--- config.mk ---
export PLATFORM = sky130hd
export DESIGN_NAME = unified_mem_arbiter
export DESIGN_NICKNAME = d
export VERILOG_FILES = /design/src/rtl/unified_mem_arbiter.sv
export SDC_FILE = /design/constraint.sdc
export NUM_CORES = 1
export LEC_CHECK = 0
export BUFFER_PORTS_ARGS = -buffer_cell sky130_fd_sc_hd__buf_2
export CAP_MARGIN = 20
export CORE_MARGIN = 2
export CORE_UTILIZATION = 45
export DETAILED_ROUTE_END_ITERATION = 12
export PLACE_DENSITY_LB_ADDON = 0.25
export SLEW_MARGIN = 20
export SYNTH_ARGS = -nofsm -noshare
export SYNTH_HDL_FRONTEND = slang
export SYNTH_SLANG_ARGS = --single-unit
--- constraint.sdc ---
create_clock -name clk -period 11.15 [get_ports clk]
set_input_delay 2.23 -clock clk [delete_from_list [all_inputs] [get_ports clk]]
set_output_delay 2.23 -clock clk [all_outputs]
set_load 0.02 [all_outputs]
--- src/rtl/unified_mem_arbiter.sv ---
// Shared single-port memory arbiter for the IF and MEM stages of the pipeline.
// Data accesses win over fetches; each access is issue -> wait -> done, and a
// global stall holds the pipeline until every access pending this cycle has
// completed.
module unified_mem_arbiter #(
  parameter int MEM_LATENCY = 2,
  parameter int ADDR_W      = 32,
  parameter int DATA_W      = 32
) (
  input  logic              clk,
  input  logic              rst,
  input  logic              if_req,
  input  logic [ADDR_W-1:0] if_addr,
  output logic [DATA_W-1:0] if_rdata,
  output logic              if_ack,
  input  logic              dm_read,
  input  logic              dm_write,
  input  logic [ADDR_W-1:0] dm_addr,
  input  logic [DATA_W-1:0] dm_wdata,
  output logic [DATA_W-1:0] dm_rdata,
  output logic              dm_ack,
  output logic              mem_en,
  output logic              mem_we,
  output logic [ADDR_W-1:0] mem_addr,
  output logic [DATA_W-1:0] mem_wdata,
  input  logic [DATA_W-1:0] mem_rdata,
  output logic              stall
);

  typedef enum logic [1:0] {IDLE, ISSUE, WAIT, DONE} state_t;

  state_t     state, state_nxt;
  logic       sel;      // 1: data access in flight, 0: instruction fetch
  logic       we_l;     // write flag of the access in flight
  logic [3:0] cnt;
  logic       dm_done, if_done;
  logic       dm_req, dm_pend, if_pend, wait_last;

  assign dm_req    = dm_read | dm_write;
  assign dm_pend   = dm_req & ~dm_done;
  assign if_pend   = if_req & ~if_done;
  assign wait_last = (state == WAIT) && (cnt == 4'd1);

  // Stall until each requester has either been served this cycle or is acked now.
  assign stall = ~rst & ((dm_pend & ~dm_ack) | (if_pend & ~if_ack));

  // State register
  always_ff @(posedge clk or posedge rst) begin
    if (rst) state <= IDLE;
    else     state <= state_nxt;
  end

  // Next-state: one access at a time, DONE always returns to IDLE
  always_comb begin
    state_nxt = state;
    case (state)
      IDLE:    if (dm_pend || if_pend) state_nxt = ISSUE;
      ISSUE:   state_nxt = WAIT;
      WAIT:    if (cnt == 4'd1) state_nxt = DONE;
      DONE:    state_nxt = IDLE;
      default: state_nxt = IDLE;
    endcase
  end

  // Registered memory strobes, latency counter, read capture and ack pulses
  always_ff @(posedge clk or posedge rst) begin
    if (rst) begin
      sel       <= 1'b0;
      we_l      <= 1'b0;
      cnt       <= '0;
      mem_en    <= 1'b0;
      mem_we    <= 1'b0;
      mem_addr  <= '0;
      mem_wdata <= '0;
      if_rdata  <= '0;
      dm_rdata  <= '0;
      if_ack    <= 1'b0;
      dm_ack    <= 1'b0;
    end else begin
      mem_en <= 1'b0;
      mem_we <= 1'b0;
      if_ack <= 1'b0;
      dm_ack <= 1'b0;
      case (state)
        IDLE: begin
          // Strobes are loaded here so they are live during the ISSUE cycle.
          if (dm_pend) begin
            sel       <= 1'b1;
            we_l      <= dm_write;
            mem_en    <= 1'b1;
            mem_we    <= dm_write;
            mem_addr  <= dm_addr;
            mem_wdata <= dm_write ? dm_wdata : '0;
          end else if (if_pend) begin
            sel       <= 1'b0;
            we_l      <= 1'b0;
            mem_en    <= 1'b1;
            mem_addr  <= if_addr;
            mem_wdata <= '0;
          end
        end
        ISSUE: cnt <= 4'(MEM_LATENCY);
        WAIT: begin
          cnt <= cnt - 4'd1;
          if (wait_last) begin
            if (sel) begin
              if (!we_l) dm_rdata <= mem_rdata;
              dm_ack <= 1'b1;
            end else begin
              if_rdata <= mem_rdata;
              if_ack   <= 1'b1;
            end
          end
        end
        default: ;
      endcase
    end
  end

  // Served flags: remember a completed access until the pipeline advances
  always_ff @(posedge clk or posedge rst) begin
    if (rst) begin
      dm_done <= 1'b0;
      if_done <= 1'b0;
    end else if (!stall) begin
      dm_done <= 1'b0;
      if_done <= 1'b0;
    end else if (state == DONE) begin
      if (sel) dm_done <= 1'b1;
      else     if_done <= 1'b1;
    end
  end

endmodule

==> run metrics <==
status completed; delay of the slowest critical-path stage roughly 0.7 ns; Slew Limit Headroom between 30% and 40%; Routed wire per std cell 16.4 um; PwrDens 306 nW/um^2; Final Max Slew Viols 0; GP Congestion 0.711; most common cell after layout, fill and taps aside buf_2; final WL approximately 13000 um; fillers approximately 1.1k; largest net degree at the start of global routing 82; met1 Use GR a little under a quarter; Final Skew around 0.0071 ns; DRC violations left 0; half-perimeter wire length after placement between 9000 and 10000 um; Worst path slowest cell o21bai_4; RSZ-0062 raised after global routing false; f_max approximately 0.17 GHz; CTS buffer count 17; CTS sink count between 100 and 150; post-CTS setup buffers 0; row cnt 42; max-cap violations 0; Top delay family on crit path compound AO/OA/AOI/OAI gates; area grow syn2layout 30.8%; Async SR Flop Fraction 100%; drt first-iter violations between 150 and 200; hold buffers post-CTS 0; worst-margin pin slew a little over 0.9 ns; Netlist cell types 33; Seq/Total Area, Yosys 58.5%; yosys synthesis warning count 0; clock root cell clkbuf_16; initial core utilization between 40% and 50%; worst path bufs/invs 2; vias per inst about 4.9; I/O Pins 266; I/O Buffers ~270; most used cell, CP buf_2; GR peak layer met2; fin nets roughly 770; Syn Inst Count roughly 370; most frequent cells in the layout 265 x buf_2, 142 x dfrtp_1, 66 x mux2_2; Synth Flop Type dfrtp_1; Tmin final roughly 5.8 ns; CP Data Required Time just under 9 ns; Worst setup SP type primary input; Overall Global Routing Usage a little under a fifth; M3 GR Usage a little under 5%; Yosys reg bits around 140; PostCTS Resize Cnt 0; critical path cell sequence buf_2 > o21bai_4 > o22a_1 > nor2_1 > buf_2; Worst Hold Slack around 0.49 ns; number of synthesized flops with an enable pin 0; leakage roughly 4.1 nW; Setup violations, final 0; crit end category output pin; clock transition at the registers of the reported paths 0.05 ns; Hold Fails Final Rpt 0; total power ~0.0024 W; first-pass detailed-route iteration total 4; peak supply drop between 0.00015 and 0.0002 V; met2 track demand over resource a little under a third; initial antenna violation count 0; vias in the first global route slightly above 4k; CP Max Fanout 36; layout cells sized above 1 between 60% and 70%; first-pass GRT wire length 20700 um; chip width 120 um; Crit path arrival time around 3.5 ns; antenna viol nets, final 0; Die Height 120 um; # diodes 0; vias 3986; clk buf depth 2; gr ovfl total 0; setup TNS 0 ns; Post-Synthesis Cell Area ~6100 um^2; CTS tree built; area of the core around 13000 um^2; kind of critical path primary input to output pin; Worst-Skew Late Latency ~0.41 ns; syn_nets roughly 510; H-Tree Level Count 4; HP Class register to register; die area between 10000 and 15000 um^2; syn_area_per_cell between 15 and 20 um^2; Final period util between 50% and 60%
## cells in the mapped netlist, types with 3 or more instances
| master | n | area (um^2) |
|---|---|---|
| a22o_1 | 33 | 289 |
| mux2_1 | 6 | 67.6 |
| mux2_2 | 66 | 743 |
| mux2_4 | 57 | 856 |
| inv_1 | 8 | 30.0 |
| buf_6 | 6 | 67.6 |
| buf_2 | 3 | 15.0 |
| clkbuf_1 | 3 | 11.3 |
| dfrtp_1 | 142 | 3550 |
| buf_4 | 3 | 22.5 |
| nor3_1 | 3 | 15.0 |
| ha_1 | 5 | 62.6 |
| o21ai_0 | 3 | 15.0 |
| buf_12 | 6 | 120 |
## flip-flops by register name, summed over array words and instances (netlist names)
| register | flops |
|---|---|
| dm_rdata | 32 |
| dm_done | 1 |
| dm_ack | 1 |
| mem_wdata | 32 |
| we_l | 1 |
| if_done | 1 |
| mem_en | 1 |
| if_rdata | 32 |
| state | 2 |
| mem_we | 1 |
| if_ack | 1 |
| cnt | 4 |
| mem_addr | 32 |
| sel | 1 |
## kinds of logic after synthesis
group           share of synthesized area [%]
fa+ha+maj                                1.03
compound gates                           6.36
flops                                    58.5
mux                                      27.6
buf+inv                                  4.53
simple gates                             2.04
## layout make-up
| cell class | count | area [um^2] | area share [%] |
|---|---|---|---|
| clock buffers | 19 | 433 | 5.44 |
| clock inverters | 11 | 96.3 | 1.21 |
| inverters | 9 | 43.8 | 0.551 |
| multi-input cells | 197 | 2260 | 28.4 |
| flip-flops and latches | 142 | 3550 | 44.7 |
| well taps | 176 | 220 | 2.77 |
| repair buffers | 267 | 1350 | 17.0 |
## worst register-to-register path: cells and delay by family (launching register included)
kind / cells / cell delay (ns)
DFF: 1 / 0.43
buffers and inverters: 1 / 0.33
AOI/OAI and AO/OA: 2 / 1.13
muxes: 1 / 0.41
## layer usage
metal / routed length (um) / vias to the layer above
met5: 0 / -
met1: 5820 / 1924
li1: - / 1859
met2: 6370 / 181
met4: 284 / 0
met3: 947 / 22
## final timing paths
check                                         start                   endpoint  slack [ns]  depth (start not counted)
setup / recovery                            dm_read                      stall        5.38                          5
max in group asynchronous                       rst   if_rdata[15]$_DFFE_PP0P_        7.90                          3
setup reg to reg                dm_done$_DFFE_PP0P_   mem_addr[25]$_DFFE_PP0P_        8.74                          4
hold reg to reg            dm_rdata[23]$_DFFE_PP0P_   dm_rdata[23]$_DFFE_PP0P_        0.49                          1
min in group asynchronous                       rst  mem_wdata[30]$_DFFE_PP0P_        1.98                          2
hold / removal             dm_rdata[23]$_DFFE_PP0P_   dm_rdata[23]$_DFFE_PP0P_        0.49                          1
## where the power goes
group / leakage (nW) / switching [W] / internal (W)
Clock: 0.259 / 0.000204 / 0.000303
Combinational: 2.12 / 0.000568 / 0.000478
Sequential: 1.76 / 0.000130 / 0.000749
Total: 4.14 / 0.000902 / 0.00153
## per-stage QoR
step	utilization, %	setup WS (ns)	instance area, um^2	cells
2_1_floorplan	-	5.11	6080	369
5_1_grt	60.1	5.25	7950	821
3_5_place_dp	56.0	5.35	7420	791
3_3_place_gp	55.9	5.40	7410	790
6_report	60.1	5.38	7950	821
4_1_cts	60.0	5.35	7950	821
Note: power is estimated with default switching activity, not from simulation.
